`src/rtl/breath_led_multi.sv`:
```
// Multi-channel breathing-LED driver: a 3-stage timebase sweeps one triangular PWM
// duty ramp, and each channel selects off / on / breathe / anti-phase breathe.
module breath_led_multi #(
    parameter int CH_NUM      = 4,
    parameter int DELAY_2US   = 100,
    parameter int DELAY_2MS   = 1000,
    parameter int DELAY_2S    = 1000,
    parameter bit LED_ACT_LOW = 1'b0
) (
    input  logic                  sclk,
    input  logic                  s_rst_n,
    input  logic                  en,
    input  logic [2*CH_NUM-1:0]   mode,
    output logic [CH_NUM-1:0]     led,
    output logic                  dir,
    output logic                  period_done
);

    localparam int W_US = (DELAY_2US > 1) ? $clog2(DELAY_2US) : 1;
    localparam int W_MS = (DELAY_2MS > 1) ? $clog2(DELAY_2MS) : 1;
    localparam int W_S  = (DELAY_2S  > 1) ? $clog2(DELAY_2S)  : 1;

    localparam logic [W_US-1:0] US_MAX    = W_US'(DELAY_2US - 1);
    localparam logic [W_MS-1:0] MS_MAX    = W_MS'(DELAY_2MS - 1);
    localparam logic [W_S-1:0]  S_MAX     = W_S'(DELAY_2S - 1);
    // Ramp level is compared against the PWM counter, so it lives in that width.
    localparam logic [W_MS-1:0] LVL_MAX   = W_MS'(DELAY_2S - 1);
    localparam logic [CH_NUM-1:0] OFF_LVL = {CH_NUM{LED_ACT_LOW}};

    typedef enum logic [1:0] {
        MODE_OFF     = 2'b00,
        MODE_ON      = 2'b01,
        MODE_BREATHE = 2'b10,
        MODE_ANTI    = 2'b11
    } mode_e;

    logic [W_US-1:0]   r_cnt_us;
    logic [W_MS-1:0]   r_cnt_ms;
    logic [W_S-1:0]    r_cnt_s;
    logic              r_dir;
    logic [CH_NUM-1:0] r_led;
    logic              r_period_done;

    logic              w_tick_us;
    logic              w_tick_ms;
    logic              w_wrap_s;
    logic [W_MS-1:0]   w_lvl;
    logic [W_MS-1:0]   w_ilvl;
    logic              w_breathe_on;
    logic              w_anti_on;
    logic [CH_NUM-1:0] w_sel;

    assign w_tick_us = (r_cnt_us == US_MAX);
    assign w_tick_ms = w_tick_us && (r_cnt_ms == MS_MAX);
    assign w_wrap_s  = w_tick_ms && (r_cnt_s == S_MAX);

    // NOTE: clocked state uses non-blocking assignments so every register samples
    // pre-edge values regardless of statement order.
    always_ff @(posedge sclk or negedge s_rst_n) begin
        if (!s_rst_n) begin
            r_cnt_us <= '0;
            r_cnt_ms <= '0;
            r_cnt_s  <= '0;
            r_dir    <= 1'b0;
        end else if (!en) begin
            r_cnt_us <= '0;
            r_cnt_ms <= '0;
            r_cnt_s  <= '0;
            r_dir    <= 1'b0;
        end else begin
            r_cnt_us <= w_tick_us ? '0 : r_cnt_us + 1'b1;
            if (w_tick_us) begin
                r_cnt_ms <= w_tick_ms ? '0 : r_cnt_ms + 1'b1;
            end
            if (w_tick_ms) begin
                r_cnt_s <= w_wrap_s ? '0 : r_cnt_s + 1'b1;
                if (w_wrap_s) begin
                    r_dir <= ~r_dir;
                end
            end
        end
    end

    assign w_lvl        = r_dir ? (LVL_MAX - W_MS'(r_cnt_s)) : W_MS'(r_cnt_s);
    assign w_ilvl       = LVL_MAX - w_lvl;
    assign w_breathe_on = (r_cnt_ms < w_lvl);
    assign w_anti_on    = (r_cnt_ms < w_ilvl);

    // NOTE: w_sel gets a default before the loop so no path leaves it unassigned
    // (which would infer a latch).
    always_comb begin
        w_sel = '0;
        for (int i = 0; i < CH_NUM; i++) begin
            case (mode_e'(mode[2*i +: 2]))
                MODE_OFF:     w_sel[i] = 1'b0;
                MODE_ON:      w_sel[i] = 1'b1;
                MODE_BREATHE: w_sel[i] = en & w_breathe_on;
                MODE_ANTI:    w_sel[i] = en & w_anti_on;
            endcase
        end
    end

    always_ff @(posedge sclk or negedge s_rst_n) begin
        if (!s_rst_n) begin
            r_led         <= OFF_LVL;
            r_period_done <= 1'b0;
        end else begin
            r_led         <= OFF_LVL ^ w_sel;
            r_period_done <= en & w_wrap_s & r_dir;
        end
    end

    assign led         = r_led;
    assign dir         = r_dir;
    assign period_done = r_period_done;

endmodule
```
`config.mk`:
```
export PLATFORM = sky130hd
export DESIGN_NAME = breath_led_multi
export DESIGN_NICKNAME = d
export VERILOG_FILES = /design/src/rtl/breath_led_multi.sv
export SDC_FILE = /design/constraint.sdc
export NUM_CORES = 1
export LEC_CHECK = 0
export CORE_UTILIZATION = 65
export CTS_CLUSTER_SIZE = 40
export DETAILED_ROUTE_END_ITERATION = 16
export DONT_BUFFER_PORTS = 1
export PLACE_DENSITY = 0.81
export REMOVE_ABC_BUFFERS = 1
export SYNTH_ARGS = -nofsm -noshare
export SYNTH_HDL_FRONTEND = slang
export SYNTH_SLANG_ARGS = --single-unit
export TNS_END_PERCENT = 5
```
`constraint.sdc`:
```
create_clock -name sclk -period 5.6 [get_ports sclk]
set_input_delay 0.56 -clock sclk [delete_from_list [all_inputs] [get_ports sclk]]
set_output_delay 0.56 -clock sclk [all_outputs]
set_load 0.02 [all_outputs]
```
; ---- Word-level counts from Yosys, hierarchy flattened
; Index checks and enable logic that the tools add are counted.
[totals]
regBits = 33
inputBits = 11
output_inout_bits = 6
word_cells = 59
[classes]
n_addsub = 5
magnitude_cmp = 2
n_eq_ne = 18
muxes = 16
bitwise_logic = 5
reduce_logical = 7
[ops]
columns = op, n
row1 = $mux W10, 7
row2 = $add A10 B1 Y10 const B, 2
row3 = $eq A10 B10 Y1 const B, 2
row4 = $lt A10 B10 Y1, 2
row5 = $sub A10 B10 Y10 const A, 2
row6 = $eq A2 B2 Y1 const B, 8
row7 = $pmux W1 S4, 4
row8 = $mux W7, 2
row9 = $eq A2 B1 Y1 const B, 4
row10 = $logic_not A2 Y1, 4
row11 = $add A7 B1 Y7 const B, 1
row12 = $eq A7 B7 Y1 const B, 1
row13 = $ne A2 B1 Y1 const B, 3
row14 = $and A1 B1 Y1, 4
row15 = $mux W1, 3
row16 = $logic_and A1 B1 Y1, 2
row17 = $reduce_and A2 Y1, 1
row18 = $not A1 Y1, 1

; ---- Depth between registers and ports, before layout
; Gate-level depths: netlist (run 1).
[logic_depth]
ltp_word = 6
mapped_depth = 12
mapped_depth_nobuf = 12

; ---- Least setup slack after synthesis (run 1)
; No wires, ideal clock.
[synth_path]
path_type = reg-to-reg
from = register r_cnt_s[3]
to = register r_led[0] (netlist: led[0])
setup_time_ns = 0.082
arrival_time_ns = 2.791
required_time_ns = 5.518
path_slack_ns = 2.727
stages_incl_launch_ff = 13
path_cell_list = dfrtp_1 > inv_1 > ha_1 > nand2_1 > xor2_1 > or3_1 > xor2_1 > ha_1 > a211o_1 > a21oi_1 > o21ai_0 > a221o_1 > a31oi_1
[synth_between]
elab_chain_len = 6
word_cells_on_any_way = 8
[synth_lines]
columns = element, line_no
row1 = from (decl), 39  ; logic [W_S-1:0] r_cnt_s;
row2 = from (signal assigned), 76  ; r_cnt_s <= w_wrap_s ? '0 : r_cnt_s + 1'b1;
row3 = $sub A10 B10 Y10, 84  ; assign w_lvl = r_dir ? (LVL_MAX - W_MS'(r_cnt_s)) : W_MS'(r_cnt_s);
row4 = $mux W10 *, 84
row5 = $sub A10 B10 Y10, 85  ; assign w_ilvl = LVL_MAX - w_lvl;
row6 = $lt A10 B10 Y1, 87  ; assign w_anti_on = (r_cnt_ms < w_ilvl);
row7 = $and A1 B1 Y1, 98  ; MODE_ANTI: w_sel[i] = en & w_anti_on;
row8 = $pmux W1 S4 *, 94  ; case (mode_e'(mode[2*i +: 2]))
row9 = via w_sel[0], 51  ; logic [CH_NUM-1:0] w_sel;
row10 = to (signal assigned), 108  ; r_led <= OFF_LVL ^ w_sel;
row11 = to (decl), 41  ; logic [CH_NUM-1:0] r_led;
; Mark *: on every way through the listed nets, which the timed path passes. The rest lies on a longest branch.
; A chain may end at the register's enable or synchronous reset.

; ---- Final worst setup path (run 1)
[layout_path]
from = register r_dir (netlist: dir)
to = register r_led[2] (netlist: led[2])
[layout_between]
elab_chain_len = 5
word_cells_on_any_way = 7
[layout_lines]
columns = element, line_no
row1 = from (decl), 40  ; logic r_dir;
row2 = from (signal assigned), 78  ; r_dir <= ~r_dir;
row3 = $mux W10 *, 84
row4 = $sub A10 B10 Y10, 85
row5 = $lt A10 B10 Y1, 87
row6 = $and A1 B1 Y1, 98
row7 = $pmux W1 S4 *, 94
row8 = via w_sel[2], 51
; Marked as above.

==> impl_metrics.py, run 1 <==
metrics = {
    "timing": {
        "fin_worst_skew_ps": 6.584,
        "hold_violations": 0,
        "final_max_slew_viol_count": 0,
        "setup_viol": 0,
        "rsz0062_at_grt": "no",
        "fmaxAchievable_mhz": 297.6,
        "fin_crit_ps": 3361,
        "setup_tns_ps": 0,
        "whs_ps": 30.13,
        "worst_pin_slew_ps": 623.4,
        "slew_headroom": 0.5844,
        "fin_crit_sh": 0.6001,
    },
    "power_and_ir_drop": {
        "power_mw": 0.4192,
        "intPower_mw": 0.3204,
        "switching_share": 0.2358,
        "seq_power_share": 0.589,
        "leakage_nw": 1.043,
        "powerDensity_mw_per_mm2": 175.7,
        "peakVddDrop_mv": 0.1472,
        "comb_power_share": 0.046,
        "p_clk_frac": 0.365,
        "p_sw_mw": 0.09884,
    },
    "floorplanning": {
        "core.rowCount": 21,
        "start_util": 0.6783,
        "die_x_um": 61.01,
        "io_pins": 17,
        "core_area_mm2": 0.003337,
        "die_height_um": 61.01,
        "dieArea_mm2": 0.003722,
    },
    "clock_tree": {
        "path_clk_slew_ps": 100,
        "clk_latency_ps": 340,
        "cts_root_buf": "clkbuf_4",
        "cts_buffers": 5,
        "cts.sinks": 33,
        "cts_tree": "done",
        "clockBufferDepth": 2,
        "h-tree-depth": 2,
        "post_cts_buffers": 0,
    },
    "critical_path": {
        "slowest_delay_ps": 750,
        "crit_fanout": 14,
        "required_ps": 5860,
        "crit_type": "reg2reg",
        "worst_setup_path_start_kind": "flip-flop",
        "critPathSlowestCell": "dfrtp_1",
        "crit_chain": "or3b_1 -> a32oi_1 -> or3_1 -> xor2_1 -> ha_1 -> a211o_1 -> a21oi_1 -> o21ai_0 -> a221o_1 -> a31oi_1",
        "crit_arrival_ps": 3620,
        "cp-end-kind": "flip-flop",
    },
    "route": {
        "wire_per_inst_um": 16.13,
        "wl_um": 4677,
        "first_pass_iters": 4,
        "drtAntennaViolNets": 0,
        "first_iter_violations": 105,
        "route.detailed.drc": 0,
        "vias_per_cell": 6.397,
        "num_vias": 1855,
    },
    "layout": {
        "final_layout_size_suffix_gt1_frac": 0.06148,
        "syn2layout_area_growth_pct": 5.417,
        "diodes": 0,
        "instances_no_fill": 290,
        "fin_nets": 277,
        "utilization": 0.7150,
    },
    "logic_synthesis": {
        "syn_inst": 239,
        "synth_fa_ha_area_frac": 0.1271,
        "synth_seq_area_share": 0.3648,
        "yosysTopAreaCell": "dfrtp_1",
        "synth_seq_cells": 33,
        "synth_compound_area_frac": 0.1758,
        "netlist_area_mm2": 0.002263,
        "synth.area.mux_share": 0.004422,
        "synth_edf_count": 0,
        "synth_flop_cell": "dfrtp_1",
        "ys_top_cells_by_area": "dfrtp_1 36%, ha_1 13%, xor2_1 6.6%",
        "synth.avg_cell_area_um2": 9.470,
        "synth_top_area_frac": 0.3648,
        "synth_top_family_by_area": "simple AND/OR/NAND/NOR gates",
        "yosys_warnings": 0,
        "synth_xor_area_frac": 0.09287,
        "synth-simple-area-share": 0.2123,
        "yosysUniqueCellTypes": 44,
        "synthArstFlopShare": 1.000,
    },
    "flow_run": {
        "cap_violations": 0,
    },
    "place": {
        "gp_congestion": 0.8467,
        "io_buffers": 0,
        "dpl.hpwl_um": 3433,
        "dp.cells": 281,
    },
    "grt": {
        "grt_pass1_wl_um": 7527,
        "grt_max_degree": 34,
        "grt_pass1_vias": 1674,
        "antenna_found_initial": 0,
        "track_usage": 0.2774,
        "overflow": 0,
    },
    "hold_path": {
        "min_path_type": "in2async",
    },
    "run_status": {
        "status": "finished clean",
    },
}
==> final timing paths <==
check,start,endpoint,slack [ps],depth (start not counted)
worst max-delay path,dir,led[2],2240,10
worst min-delay path,s_rst_n,r_cnt_ms[4],30,1
worst max register to register,dir,led[2],2240,10
worst min register to register,r_cnt_us[0],r_cnt_us[0],490,1
max in group asynchronous,s_rst_n,r_cnt_s[4],5390,1
min in group sclk,mode[2],led[1],300,1
==> cell families after synthesis <==
| family | after synthesis |
|---|---|
| fa+ha+maj | 23 |
| compound gates | 62 |
| simple gates | 85 |
| mux | 1 |
| flops | 33 |
| buf+inv | 11 |
| xor+xnor | 24 |
==> power groups by stage <==
| stage | sequential [mW] | combinational [mW] | clock [mW] |
|---|---|---|---|
| 2_1_floorplan | 0.251 | 0.0102 | 0 |
| 3_3_place_gp | 0.251 | 0.0135 | 0 |
| 3_5_place_dp | 0.252 | 0.0134 | 0 |
| 4_1_cts | 0.247 | 0.0197 | 0.158 |
| 5_1_grt | 0.248 | 0.0218 | 0.169 |
| 6_report | 0.247 | 0.0192 | 0.153 |
==> cells in the mapped netlist, drive strengths merged (2+ instances only) <==
cell type   n
nor3        4
or3         9
nand2b      2
and3        7
nand2      12
o31ai       3
a31oi       5
inv         7
o21a        2
o211ai      3
o21ai      16
a41oi       4
ha         23
a21o        3
xor2       17
nand3      10
a211o       2
a21oi      18
nor2       17
or4         3
xnor2       7
and2        4
dfrtp      33
nand4      10
buf         3
==> per-layer routing <==
metal	track usage	wire (um)	vias up	share of wire
met1	0.3715	2186	889	0.47
met3	0.06092	218	8	0.047
met4	0.1201	80	0	0.017
li1	-	-	905	-
met2	0.4349	2191	53	0.47
met5	0	0	-	0
==> flip-flops by register name, summed over array words and instances (netlist names) <==
signal	cells
r_cnt_s	10
r_cnt_ms	10
dir	1
led	4
r_cnt_us	7
period_done	1
==> area by class of cell <==
type                       instances  area (um^2)
clock buffer                       7        65.06
clock inverter                     1        5.005
fill                             276        950.9
inverter                           7        26.28
multi-input combinational        195         1386
sequential                        33        825.8
tap                               46        57.56
timing repair buffer               1        20.02
==> critical path: cells and delay by family (launching register included) <==
kind / cells / cell delay (ps)
AO/OA/AOI/OAI: 6 / 1510
XOR/XNOR: 1 / 150
adder cells (fa/ha/maj): 1 / 260
flip-flops: 1 / 750
AND/OR/NAND/NOR: 2 / 610
==> what timing repair did <==
| action | 4_1_cts | 5_1_grt |
|---|---|---|
| hold buffers | 1 | 0 |
| gates resized for setup | 0 | 0 |
| setup endpoints to repair | 0 | 0 |
| endpoints found under the hold margin | 33 | 0 |
==> placed cells by master, fill, tap and decap left out, types with 5 or more instances in the layout <==
cell type,n
a21oi_1,17
a31oi_1,5
and3_1,6
clkbuf_4,5
dfrtp_1,33
ha_1,23
inv_1,7
nand2_1,12
nand3_1,10
nand4_1,10
nor2_1,17
o21ai_0,15
or3_1,9
xnor2_1,7
xor2_1,17
==> stage by stage <==
stage               setup WS [ps]  instance area, um^2
detailed placement           2252                 2296
global placement             2365                 2296
floorplan                    2583                 2238
global route                 2031                 2386
finish                       2239                 2386
CTS                          2237                 2386
No activity file was read; power rests on OpenSTA's default activity.
==> run 2, diff against run 1 <==
--- a/config.mk
+++ b/config.mk
@@ -5,11 +5,11 @@
 export SDC_FILE = /design/constraint.sdc
 export NUM_CORES = 1
 export LEC_CHECK = 0
-export CORE_UTILIZATION = 65
+export CORE_UTILIZATION = 57
 export CTS_CLUSTER_SIZE = 40
 export DETAILED_ROUTE_END_ITERATION = 16
 export DONT_BUFFER_PORTS = 1
-export PLACE_DENSITY = 0.81
+export PLACE_DENSITY = 0.75
 export REMOVE_ABC_BUFFERS = 1
 export SYNTH_ARGS = -nofsm -noshare
 export SYNTH_HDL_FRONTEND = slang
==> constraint.sdc (replaced) <==
create_clock -name sclk -period 3 [get_ports sclk]
set_input_delay 0.3 -clock sclk [delete_from_list [all_inputs] [get_ports sclk]]
set_output_delay 0.3 -clock sclk [all_outputs]
set_load 0.02 [all_outputs]
==> run 2 against run 1 <==
Against the previous run:
- sequential power increased by 87%
- register-to-register slack worse by 2100 ps
- critical endpoint is now led[1]
- fmax grew 18%
- combinational power rose by 94%
- clock power grew 120%
- critical path type unchanged
- sequential share of layout area decreased by 1.8 points
- setup slack got worse by 2100 ps
==> impl_metrics.py, run 2 (synthesis results as in run 1) <==
metrics = {
    "floorplanning": {
        "core_area_mm2": 0.003744,
        "core.rowCount": 22,
        "die_x_um": 65.02,
        "die_height_um": 65.02,
        "io_pins": 17,
        "start_util": 0.6046,
        "dieArea_mm2": 0.004227,
    },
    "timing": {
        "fin_crit_sh": 0.9480,
        "worst_pin_slew_ps": 475.5,
        "final_max_slew_viol_count": 0,
        "whs_ps": 100.8,
        "hold_violations": 0,
        "setup_viol": 0,
        "fin_worst_skew_ps": 8.861,
        "setup_ws_ps": 155.9,
        "fmaxAchievable_mhz": 351.6,
        "fin_crit_ps": 2844,
        "setup_tns_ps": 0,
        "slew_headroom": 0.6830,
    },
    "critical_path": {
        "critPathSlowestCell": "dfrtp_1",
        "rr_startpoint": "r_cnt_s[4]",
        "worst_setup_path_start_kind": "flip-flop",
        "cp-end-kind": "flip-flop",
        "crit_chain": "buf_4 -> or3b_1 -> a32oi_2 -> or3_4 -> xor2_1 -> ha_1 -> a211o_1 -> a21oi_1 -> o21ai_1 -> a221o_1 -> a31oi_1",
        "r2r_slack_ps": 160,
        "required_ps": 3220,
        "crit_arrival_ps": 3060,
        "slowest_delay_ps": 390,
        "crit_fanout": 6,
        "worstRegToRegCells": 11,
        "crit_type": "reg2reg",
        "r2r-end": "led[1]",
    },
    "hold_path": {
        "hold_path_end": "led[2]",
        "whs_path_depth": 1,
        "min-delay-start": "mode[5]",
        "min_path_type": "in2reg",
    },
    "place": {
        "place_area_mm2": 0.002359,
        "dpl.hpwl_um": 3414,
        "gp_congestion": 0.8076,
        "io_buffers": 0,
        "pre_cts_slack_ps": 78.92,
        "dp.cells": 291,
    },
    "route": {
        "vias_per_cell": 6.136,
        "drtAntennaViolNets": 0,
        "wire_per_inst_um": 15.39,
        "num_vias": 1853,
        "first_iter_violations": 68,
        "route.detailed.drc": 0,
        "wl_um": 4649,
        "first_pass_iters": 4,
    },
    "layout": {
        "final_layout_size_suffix_gt1_frac": 0.1181,
        "final_cell_mix": "33 x dfrtp_1, 22 x ha_1, 17 x a21oi_1, 17 x nor2_1, 16 x xor2_1",
        "fillCellCount": 309,
        "utilization": 0.6718,
        "syn2layout_area_growth_pct": 11.11,
        "fin_nets": 287,
        "instances_no_fill": 302,
        "final_common_cell": "dfrtp_1",
        "diodes": 0,
        "post-route-cell-area_mm2": 0.002515,
        "largest_registers": "r_cnt_ms x10, r_cnt_s x10, r_cnt_us x7",
    },
    "grt": {
        "grt_max_degree": 34,
        "track_usage": 0.2411,
        "grt_pass1_vias": 1688,
        "antenna_found_initial": 0,
        "grt_pass1_wl_um": 7700,
        "overflow": 0,
    },
    "flow_run": {
        "cap_violations": 0,
    },
    "run_status": {
        "status": "finished clean",
    },
    "power_and_ir_drop": {
        "power_mw": 0.8313,
        "peakVddDrop_mv": 0.2546,
        "leakage_nw": 1.099,
        "powerDensity_mw_per_mm2": 330.5,
    },
    "clock_tree": {
        "cts_tree": "done",
        "cts_buffers": 5,
        "cts_root_buf": "clkbuf_8",
        "cts.sinks": 33,
        "clk_latency_ps": 290,
        "h-tree-depth": 2,
        "path_clk_slew_ps": 80,
        "clockBufferDepth": 2,
    },
}
run 2: changes by cell type in the layout (fill, tap and decap cells not counted), moves of 2 or more:
cell	change
buf_4	+9
inv_1	-2
clkbuf_4	-5
inv_2	+2
o21ai_0	-2
clkbuf_8	+3
o21ai_1	+2
run 2: worst max-delay path by stage:
stage / from / endpoint / slack [ps]
floorplan: dir / led[0] / -20
global placement: r_cnt_s[3] / led[3] / 190
detailed placement: r_cnt_s[3] / led[1] / 80
CTS: r_cnt_s[3] / led[1] / 70
global route: r_cnt_s[4] / led[2] / -30
finish: r_cnt_s[4] / led[1] / 160
run 2: repair_timing:
action | in CTS | in global routing
hold buffers | 2 | 0
gates resized for setup | 0 | 9
setup buffers | 0 | 1
setup endpoints to repair | 0 | 4
endpoints found under the hold margin | 33 | 0
run 2: layout make-up:
cell class                      count  area [um^2]  share of cell area
Multi-Input combinational cell    195         1419              0.5642
Tap cell                           48        60.06             0.02388
Clock inverter                      3        17.52            0.006965
Timing Repair Buffer               11        97.59             0.03881
Inverter                            7        26.28             0.01045
Sequential cell                    33        825.8              0.3284
Clock buffer                        5        68.82             0.02736
run 2: where the power goes:
| part | leakage [nW] | switching (mW) | internal [mW] |
|---|---|---|---|
| registers | 0.451 | 0.00946 | 0.451 |
| logic | 0.605 | 0.0252 | 0.0120 |
| clock network | 0.0439 | 0.173 | 0.160 |
| total | 1.10 | 0.208 | 0.623 |
run 2: critical path, delay by kind of cell (launching register included):
| family | cells | cell delay, ps |
|---|---|---|
| flip-flops | 1 | 390 |
| AO/OA/AOI/OAI | 6 | 1260 |
| AND/OR/NAND/NOR | 2 | 560 |
| buffers and inverters | 1 | 160 |
| XOR/XNOR | 1 | 150 |
| adder cells (fa/ha/maj) | 1 | 260 |
run 2: per-layer routing:
layer	part of all wire	track usage	vias to the layer above
met1	0.49	0.3229	890
met4	0.011	0.08152	0
met2	0.46	0.3867	34
li1	-	-	924
met3	0.038	0.04930	5
met5	0	0	-
